--- config.mk ---
export PLATFORM = sky130hd
export DESIGN_NAME = ddr3_pattern_gen
export DESIGN_NICKNAME = d
export VERILOG_FILES = /design/src/rtl/ddr3_read_checker_pkg.sv /design/src/rtl/ddr3_pattern_gen.sv
export SDC_FILE = /design/constraint.sdc
export NUM_CORES = 1
export LEC_CHECK = 0
export CORE_UTILIZATION = 35
export DETAILED_ROUTE_END_ITERATION = 10
export PLACE_DENSITY = 0.89
export SLEW_MARGIN = 0
export SYNTH_ARGS = -nofsm -noshare
export SYNTH_HDL_FRONTEND = slang
export SYNTH_SLANG_ARGS = --single-unit
--- constraint.sdc ---
create_clock -name vclk -period 5.7
set_input_delay 0.855 -clock vclk [all_inputs]
set_output_delay 0.855 -clock vclk [all_outputs]
set_load 0.02 [all_outputs]
--- src/rtl/ddr3_read_checker_pkg.sv ---
// Shared definitions for the DDR3 read checker: widths, FSM encoding, beat payload
// and the write/read data pattern so writer and checker cannot diverge.
package ddr3_read_checker_pkg;

    localparam int unsigned ADDR_W = 26;
    localparam int unsigned BC_W   = 5;
    localparam int unsigned DATA_W = 64;
    localparam int unsigned BEAT_W = 10;
    localparam int unsigned WORD_W = 32;

    typedef enum logic [1:0] {
        ST_IDLE  = 2'd0,
        ST_ARMED = 2'd1,
        ST_CHECK = 2'd2,
        ST_DONE  = 2'd3
    } chk_state_t;

    // One registered beat awaiting comparison
    typedef struct packed {
        logic [DATA_W-1:0] data;
        logic [DATA_W-1:0] expd;
        logic [BEAT_W-1:0] idx;
        logic              last;
    } beat_t;

    // Expected beat: low word is base + index (mod 2^32), high word its complement
    function automatic logic [DATA_W-1:0] pattern_exp(input logic [ADDR_W-1:0] base,
                                                      input logic [BEAT_W-1:0] idx);
        logic [WORD_W-1:0] w;
        w = WORD_W'(base) + WORD_W'(idx);
        return {~w, w};
    endfunction

    // Beats in a check; a burst count of 0 means 32 bursts
    function automatic logic [BEAT_W-1:0] total_beats(input logic [BC_W-1:0] bc,
                                                      input int unsigned    bpb);
        logic [BEAT_W-1:0] bursts;
        bursts = (bc == '0) ? BEAT_W'(32) : BEAT_W'(bc);
        return BEAT_W'(bursts * BEAT_W'(bpb));
    endfunction

endpackage

--- src/rtl/ddr3_pattern_gen.sv ---
// Combinational expected-data generator, shared by the write exerciser and the read checker.
module ddr3_pattern_gen
    import ddr3_read_checker_pkg::*;
(
    input  logic [ADDR_W-1:0] base_addr,
    input  logic [BEAT_W-1:0] beat_idx,
    output logic [DATA_W-1:0] exp_data_c
);

    assign exp_data_c = pattern_exp(base_addr, beat_idx);

endmodule

# ---- After elaboration in Yosys (flattened, before gate mapping)
# Index checks and enable logic that the tools add are counted.
dict set report op_classes {
  add_sub_neg 1
  n_mul 0
  n_reduce_logical 0
  bitwise_logic 1
  div_mod_pow 0
  magnitude_cmp 0
  shifts 0
  n_eq_ne 0
  mux 0
}
# op count
set op_table {}
lappend op_table {{27-bit NOT with 32-bit output} 1}
lappend op_table {{26-bit by 10-bit adder with 27-bit output} 1}
dict set report word_totals {
  elab_cells 2
  romBits 0
  regBits 0
  latchBits 0
  n_memories 0
  in_bits 36
  out_inout_bits 64
  ramBits 0
}

# ---- Depth between registers and ports, before layout
# Gate-level depths: netlist (run 1).
dict set report logic_depth {
  ltp_word 2
  ltp_mapped 8
  mapped_depth_nobuf 7
}

# ---- Least setup slack after synthesis (run 1)
# Ideal clock, no wire load.
dict set report synth_path {
  kind {input port to output port}
  startpoint {in base_addr[0]}
  endpoint {out exp_data_c[52]}
  required_ps 4845
  slack_ps 2069
  arrival_time_ps 2776
  path_stages 7
  path_cell_list {ha_1 > fa_1 > a21o_1 > a221o_2 > a21oi_4 > or3_1 > xor2_1}
}
dict set report synth_between {
  elab_chain_cells 2
}
# element line_no
set synth_rtl {}
lappend synth_rtl {{start: declaration} ddr3_pattern_gen.sv:5} ;# input logic [ADDR_W-1:0] base_addr,
lappend synth_rtl {{26-bit by 10-bit adder with 27-bit output} ddr3_read_checker_pkg.sv:30} ;# w = WORD_W'(base) + WORD_W'(idx);
lappend synth_rtl {{27-bit NOT with 32-bit output} ddr3_read_checker_pkg.sv:31} ;# return {~w, w};
lappend synth_rtl {{end: declaration} ddr3_pattern_gen.sv:7} ;# output logic [DATA_W-1:0] exp_data_c
# Every way passes these cells.

# ---- Final worst setup path (run 1)
dict set report layout_path {
  startpoint {in base_addr[0]}
  endpoint {out exp_data_c[46]}
}
# The elaborated chain is that of the path after synthesis.

==> metrics.md, run 1 <==
| Metric | Value |
|---|---|
| Max incr delay on CP | 0.62 ns |
| Port bufs | 90 |
| Crit. End Element | output pin |
| Global-route wire length before repair | 4981 um |
| Layout cells sized above 1 | 3.376% |
| Cell with the most instances after synthesis | xnor2_1 |
| PostCTS Resize Cnt | 0 |
| Post-route cell area | approximately 2000 um^2 |
| Sequential area share after synthesis | 0% |
| Initial antenna violation count | 0 |
| Post-DR vias/cell | 4.687 |
| Max Clk Rate | 214.7 MHz |
| Final critical-path share of the clock period | 81.72% |
| Crit-path max FO | 8 |
| Seq Cell Count | 0 |
| P&R area growth vs syn | 80.29% |
| # Post-CTS Setup Buffers | 0 |
| Leak Pwr | 0.0008195 uW |
| GP Congestion | between 0.8 and 0.9 |
| TNS Setup | 0 ns |
| Min-delay src | base_addr[12] |
| Post-DRT Antenna Nets | 0 |
| GRT Overall Usage | 17.72% |
| Area contributors post-synth | xnor2_1 18%, xor2_1 13%, ha_1 11%, buf_4 8.1%, inv_1 4.1% |
| Synth Warn # | 0 |
| Max-Cap Viols | 0 |
| CP Class | in2out |
| Relative slew slack | about three fifths |
| Register area | 0 um^2 |
| CP dominant cell by count | clkdlybuf4s50_1 |
| CP cell instances | clkdlybuf4s50_1 -> ha_1 -> fa_1 -> a21o_1 -> a221o_2 -> a21oi_4 -> or2_1 -> xor2_2 -> clkdlybuf4s50_1 |
| Clkbuf count | 0 |
| CP max stage cell | clkdlybuf4s50_1 |
| Peak VDD IR | roughly 110 uV |
| Minimum clock period | approximately 4.7 ns |
| Slew Limit Fails | 0 |
| Die area | 3404 um^2 |
| Nets | about 290 |
| Synth cell types | 35 |
| I/O pin count | 100 |
| Post-synth top area cell | xnor2_1 |
| Power Dens Cells | around 130 nW/um^2 |
| Arrival @ worst endpoint | 3.80 ns |
| Hold Crit Endpoint | exp_data_c[12] |
| Top post-synthesis cells by count | 23 x xnor2_1, 16 x xor2_1, 12 x buf_4, 12 x inv_1, 10 x ha_1 |
| Die height | 58.34 um |
| Largest net degree at the start of global routing | 10 |
| # DRC | 0 |
| Slew @ Worst Pin | slightly below 0.6 ns |
| Number of detailed-route iterations in the first pass | 4 |
| CP required | about 4.9 ns |
| Inserted Diodes | 0 |
| Outcome | finished clean |
| Hold Fails Final Rpt | 0 |
| DP Wirelength | ~2700 um |
| CP bufs+invs | 2 |
| WHS Path Cells | 3 |
| DR WL/cell | 11.20 um |
| Placed inst area | 2003 um^2 |
| Row count | 20 |
| CP top delay family | buffers and inverters |
| Total Wirelength | 3147 um |
| Top cell type's share of synthesized area | 18.13% |
| Mapped Cells | 152 |
| Mapped cell area | between 1000 and 1500 um^2 |
| GRT overflow | 0 |
| Mapped Avg Cell Area | 7.310 um^2 |
| Die width | 58.34 um |
| Initial Util | 36.69% |
| Startpoint types | input port |
| Vias | 1317 |
| Unrepaired setup endpoints after global routing | false |
| 1st-iter DRT viols | 18 |
| CORE AREA | 3028 um^2 |
| Finish-stage setup viols | 0 |
| Number of global-route vias before repair | 1179 |
| Hold buffers post-CTS | 0 |
| Worst min path class | in2out |
layout by cell type (no fill, tap or decap), drive strengths merged:
cell type	count
o211a	1
inv	12
o2111ai	2
a21oi	9
ha	10
and4	1
conb	10
and2	1
a211oi	1
and3	6
nor2b	1
a311o	1
nand4	3
nor4b	2
xor2	17
nand2	7
nor2	8
nor4	2
xnor2	23
fa	1
clkdlybuf4s50	90
nand3	4
or3	2
o21ai	8
o21bai	2
a21o	3
or2	4
a221o	1
nor3	4
nand2b	1
cell families (layout without fill, tap and decap cells):
kind of cell    Yosys count  after routing  synth area share (%)
simple gates             46             46                 23.43
xor+xnor                 40             40                 32.21
compound gates           28             28                 18.13
buf+inv                  25            102                 12.50
fa+ha+maj                11             11                 13.06
other cells               2             10                0.6759
per-layer routing:
layer / track usage [%] / wire length, um
met5: 0 / 0
met4: 0 / 0
met3: 1.099 / 207
met2: 35.30 / 1657
met1: 21.98 / 1282
how the worst max path moves through the flow:
stage / end / depth (start not counted) / slack, ns / start
floorplan: exp_data_c[52] / 7 / 2.07 / base_addr[0]
global placement: exp_data_c[14] / 9 / 1.10 / base_addr[0]
detailed placement: exp_data_c[46] / 9 / 1.03 / beat_idx[0]
CTS: exp_data_c[46] / 9 / 1.02 / base_addr[0]
global route: exp_data_c[46] / 9 / 0.89 / base_addr[0]
finish: exp_data_c[46] / 9 / 1.04 / base_addr[0]
final cells by class:
type | count | area, um^2
fillers | 292 | 1025
inverters | 12 | 45.04
multi-input cells | 135 | 1002
well taps | 44 | 55.05
repair buffers | 90 | 900.9
tightest hold or removal path: stages:
cell	delay, ns
clkdlybuf4s50_1	0.52
xor2_1	0.09
clkdlybuf4s50_1	0.53
metrics by stage:
stage	utilization, %	power, uW	cells	setup WS, ns	hold WS (ns)
2_1_floorplan	-	144.9	160	2.069	1.804
4_1_cts	66.16	268.0	281	1.017	2.851
3_3_place_gp	66.16	263.7	281	1.099	2.841
5_1_grt	66.16	282.5	281	0.8932	2.892
3_5_place_dp	66.16	266.6	281	1.030	2.849
6_report	66.16	266.2	281	1.042	2.854
power breakdown:
part | switching (uW) | total [uW] | internal, uW | leakage (uW)
clock | 0 | 0 | 0 | 0
sequential | 0 | 0 | 0 | 0
combinational | 136 | 266 | 130 | 0.000819
Power figures use the tool's default switching activity.
==> run 2, diff against run 1 <==
--- a/config.mk
+++ b/config.mk
@@ -5,9 +5,9 @@
 export SDC_FILE = /design/constraint.sdc
 export NUM_CORES = 1
 export LEC_CHECK = 0
-export CORE_UTILIZATION = 35
+export CORE_UTILIZATION = 33
 export DETAILED_ROUTE_END_ITERATION = 10
-export PLACE_DENSITY = 0.89
+export PLACE_DENSITY = 0.85
 export SLEW_MARGIN = 0
 export SYNTH_ARGS = -nofsm -noshare
 export SYNTH_HDL_FRONTEND = slang
==> constraint.sdc (replaced) <==
create_clock -name vclk -period 4.8
set_input_delay 0.72 -clock vclk [all_inputs]
set_output_delay 0.72 -clock vclk [all_outputs]
set_load 0.02 [all_outputs]
==> metrics.md, run 2 (synthesis results as in run 1) <==
| Metric | Value |
|---|---|
| I/O pin count | 100 |
| Number of detailed-route iterations in the first pass | 5 |
| Most common cell after layout, fill and taps aside | clkdlybuf4s50_1 |
| Relative slew slack | between 50% and 60% |
| Outcome | finished clean |
| Die width | 60.03 um |
| Pre-CTS setup slack | 0.4498 ns |
| Die height | 60.03 um |
| DP Wirelength | 2846 um |
| Hold buffers post-CTS | 0 |
| Largest net degree at the start of global routing | 10 |
| # DRC | 0 |
| Initial antenna violation count | 0 |
| Global-route wire length before repair | 5195 um |
| Port bufs | 90 |
| Most frequent cells in the layout | 90 x clkdlybuf4s50_1, 23 x xnor2_1, 16 x xor2_1 |
| Min-delay src | base_addr[12] |
| Register area | 0 um^2 |
| Max-Cap Viols | 0 |
| Crit. End Element | output pin |
| GRT overflow | 0 |
| PostCTS Resize Cnt | 0 |
| Pwr Total | 317.0 uW |
| Peak VDD IR | between 100 and 150 uV |
| Hold Fails Final Rpt | 0 |
| 1st-iter DRT viols | 38 |
| Met1 wire length | 1323 um |
| Arrival @ worst endpoint | 3.60 ns |
| Top layer in use | met4 |
| Inserted Diodes | 0 |
| CP Class | in2out |
| Initial Util | 35.52% |
| Number of global-route vias before repair | between 1000 and 1500 |
| Die area | between 3000 and 4000 um^2 |
| Leak Pwr | 0.0008195 uW |
| Hold_ws | 2.568 ns |
| Hold Crit Endpoint | exp_data_c[12] |
| Max Clk Rate | about 230 MHz |
| Slew Limit Fails | 0 |
| Startpoint types | input port |
| TNS Setup | 0 ns |
| GP Congestion | slightly below 0.9 |
| Layout cells sized above 1 | under 10% |
| Clkbuf count | 0 |
| Post-DR vias/cell | approximately 4.8 |
| Total Wirelength | about 3200 um |
| Finish-stage setup viols | 0 |
| Unrepaired setup endpoints after global routing | false |
| Met2 WL | 1734 um |
| P&R area growth vs syn | 80.29% |
| CP required | around 4.1 ns |
| Nets | 286 |
| Slew @ Worst Pin | 0.6247 ns |
| CORE AREA | 3128 um^2 |
| Minimum clock period | about 4.3 ns |
| DR WL/cell | 11.55 um |
| Row count | 20 |
| Vias | 1344 |
| Power Dens Cells | between 150 and 200 nW/um^2 |
| Filler Cells Inserted | 300 |
| # Post-CTS Setup Buffers | 0 |
| Crit-path max FO | 8 |
| Worst min path class | in2out |
| GRT Overall Usage | 17.75% |
| Seq Cell Count | 0 |
| Met3 WL post-DR | 187 um |
| Setup slack after layout | 0.4780 ns |
| Final critical-path share of the clock period | 90.04% |
| WHS Path Cells | 3 |
| Post-DRT Antenna Nets | 0 |
[run 2: cell counts in the layout (fill, tap and decap cells not counted)]
Identical to the previous run, type by type.
[run 2: layout make-up]
type,instances,area (um^2),area share (%)
inverters,12,45.04,2.249
repair buffers,90,900.9,44.97
multi-input cells,135,1002,50.03
well taps,44,55.05,2.748
[run 2: power by group]
part           switching, uW  internal, uW  total [uW]
clock                      0             0           0
combinational            162           155         317
sequential                 0             0           0
[run 2: worst max-delay path by stage]
stage | start | cells after the start | end
after detailed placement | base_addr[0] | 9 | exp_data_c[14]
after global routing | base_addr[0] | 9 | exp_data_c[46]
after floorplan | base_addr[0] | 7 | exp_data_c[52]
after CTS | base_addr[0] | 9 | exp_data_c[14]
after global placement | base_addr[0] | 9 | exp_data_c[14]
final | base_addr[0] | 9 | exp_data_c[14]
[run 2: worst max-delay path, cell delays in order]
cell and delay (ns):
clkdlybuf4s50_1 0.40, ha_1 0.22, fa_1 0.40, a21o_1 0.19, a221o_2 0.38, a21oi_4 0.28, or2_1 0.25, xnor2_1 0.14
clkdlybuf4s50_1 0.62
[run 2: per-layer routing]
layer,up-vias,global-route usage [%]
li1,671,-
met1,613,20.39
met2,58,36.83
met3,2,1.299
met4,0,0
met5,-,0
[run 2: stage by stage]
stage	std cells	instance area [um^2]	utilization, %
detailed placement	281	2003	64.04
global placement	281	2003	64.04
finish	281	2003	64.04
CTS	281	2003	64.04
floorplan	160	1141	-
global route	281	2003	64.04
==> run 3, diff against run 2 <==
--- a/config.mk
+++ b/config.mk
@@ -5,6 +5,7 @@
 export SDC_FILE = /design/constraint.sdc
 export NUM_CORES = 1
 export LEC_CHECK = 0
+export CORE_ASPECT_RATIO = 0.75
 export CORE_UTILIZATION = 33
 export DETAILED_ROUTE_END_ITERATION = 10
 export PLACE_DENSITY = 0.85
==> metrics.md, run 3 (synthesis results as in run 1) <==
| Metric | Value |
|---|---|
| DP Wirelength | 2819 um |
| CORE AREA | just over 3000 um^2 |
| Sequential group share of total power | 0% |
| CP Class | in2out |
| Grt peak-use layer | met2 |
| Layout Cells excl Fill | 275 |
| Pwr Total | 317.6 uW |
| Startpoint types | input port |
| TNS Setup | 0 ns |
| Sw power | 163.0 uW |
| GRT overflow | 0 |
| Port bufs | 90 |
| Placed inst area | 1996 um^2 |
| Post-DRT Antenna Nets | 0 |
| Grt met1 use | 22.87% |
| GR Util met2 | 29.61% |
| Final critical-path share of the clock period | 90.68% |
| Layout cells sized above 1 | 3.376% |
| 1st-iter DRT viols | 92 |
| Crit. End Element | output pin |
| Slew Limit Fails | 0 |
| Finish-stage setup viols | 0 |
| Vias | 1331 |
| Logic pwr share | 100.0% |
| GRT Overall Usage | 17.00% |
| Initial antenna violation count | 0 |
| Clkbuf count | 0 |
| P&R area growth vs syn | 79.62% |
| # DRC | 0 |
| Unrepaired setup endpoints after global routing | false |
| Initial Util | 36.27% |
| Register area | 0 um^2 |
| Post-DR vias/cell | between 4 and 5 |
| Cell count after placement | 275 |
| Nets | 286 |
| Minimum clock period | 4.352 ns |
| CP required | 4.08 ns |
| Crit-path max FO | 8 |
| Outcome | finished clean |
| Row count | 17 |
| GP Congestion | roughly 0.84 |
| # Post-CTS Setup Buffers | 0 |
| Power Dens Cells | 159.2 nW/um^2 |
| Max-Cap Viols | 0 |
| Met3 Usage GRT | under 10% |
| Clock share of power | 0% |
| I/O pin count | 100 |
| PostCTS Resize Cnt | 0 |
| Largest net degree at the start of global routing | 10 |
| Hold Fails Final Rpt | 0 |
| Post-route cell area | 1996 um^2 |
| Slew @ Worst Pin | 0.5892 ns |
| Die width | 69 um |
| Relative slew slack | 60.72% |
| Total Wirelength | about 3200 um |
| Arrival @ worst endpoint | approximately 3.6 ns |
| Switch share | 51.33% |
| Multi-input gate area | 1002 um^2 |
| Most frequent cells in the layout | 90 x clkdlybuf4s50_1, 23 x xnor2_1, 16 x xor2_1 |
| Leak Pwr | roughly 0.00082 uW |
| Inserted Diodes | 0 |
| Max Clk Rate | between 200 and 250 MHz |
| Number of detailed-route iterations in the first pass | 4 |
| Global-route wire length before repair | roughly 5300 um |
| Worst min path class | in2out |
| Hold buffers post-CTS | 0 |
| Cell-internal power | about 150 uW |
| Number of global-route vias before repair | 1148 |
| Die area | 3605 um^2 |
| Die height | 52.25 um |
| Filler Cells Inserted | 284 |
| DR WL/cell | 11.70 um |
| Most common cell after layout, fill and taps aside | clkdlybuf4s50_1 |
| Seq Cell Count | 0 |
| Peak VDD IR | approximately 95 uV |
## run 3: cell counts in the layout (fill, tap and decap cells not counted)
Identical to the previous run, type by type.
## run 3: area by class of cell
class	instances	share of cell area [%]
Tap cell	38	2.382
Inverter	12	2.257
Timing Repair Buffer	90	45.14
Multi-Input combinational cell	135	50.22
## run 3: stage by stage
stage               util (%)  hold slack (ns)  setup WS, ns
finish                 65.16            2.563        0.4475
global route           65.16            2.606        0.3322
CTS                    65.16            2.568        0.4357
detailed placement     65.16            2.568        0.4359
global placement       65.16            2.565        0.4950
floorplan                  -            1.534         1.439
## run 3: power by group through the flow
stage	sequential [uW]	clock (uW)	combinational (uW)
finish	0	0	318
global route	0	0	337
CTS	0	0	319
detailed placement	0	0	317
global placement	0	0	315
floorplan	0	0	172
## run 3: path summary, 6_finish.rpt
kind	start	end	cells past startpoint
hold / removal	base_addr[12]	exp_data_c[12]	3
setup / recovery	base_addr[0]	exp_data_c[14]	9
## run 3: critical path: stages
cell	delay, ns
clkdlybuf4s50_1	0.40
ha_1	0.23
fa_1	0.40
a21o_1	0.19
a221o_2	0.39
a21oi_4	0.28
or2_1	0.25
xnor2_1	0.14
clkdlybuf4s50_1	0.62
## run 3: routing by layer
metal / vias to the layer above / part of all wire [%]
li1: 674 / -
met1: 588 / 45
met2: 67 / 46
met3: 2 / 8.7
met4: 0 / 0.31
met5: - / 0
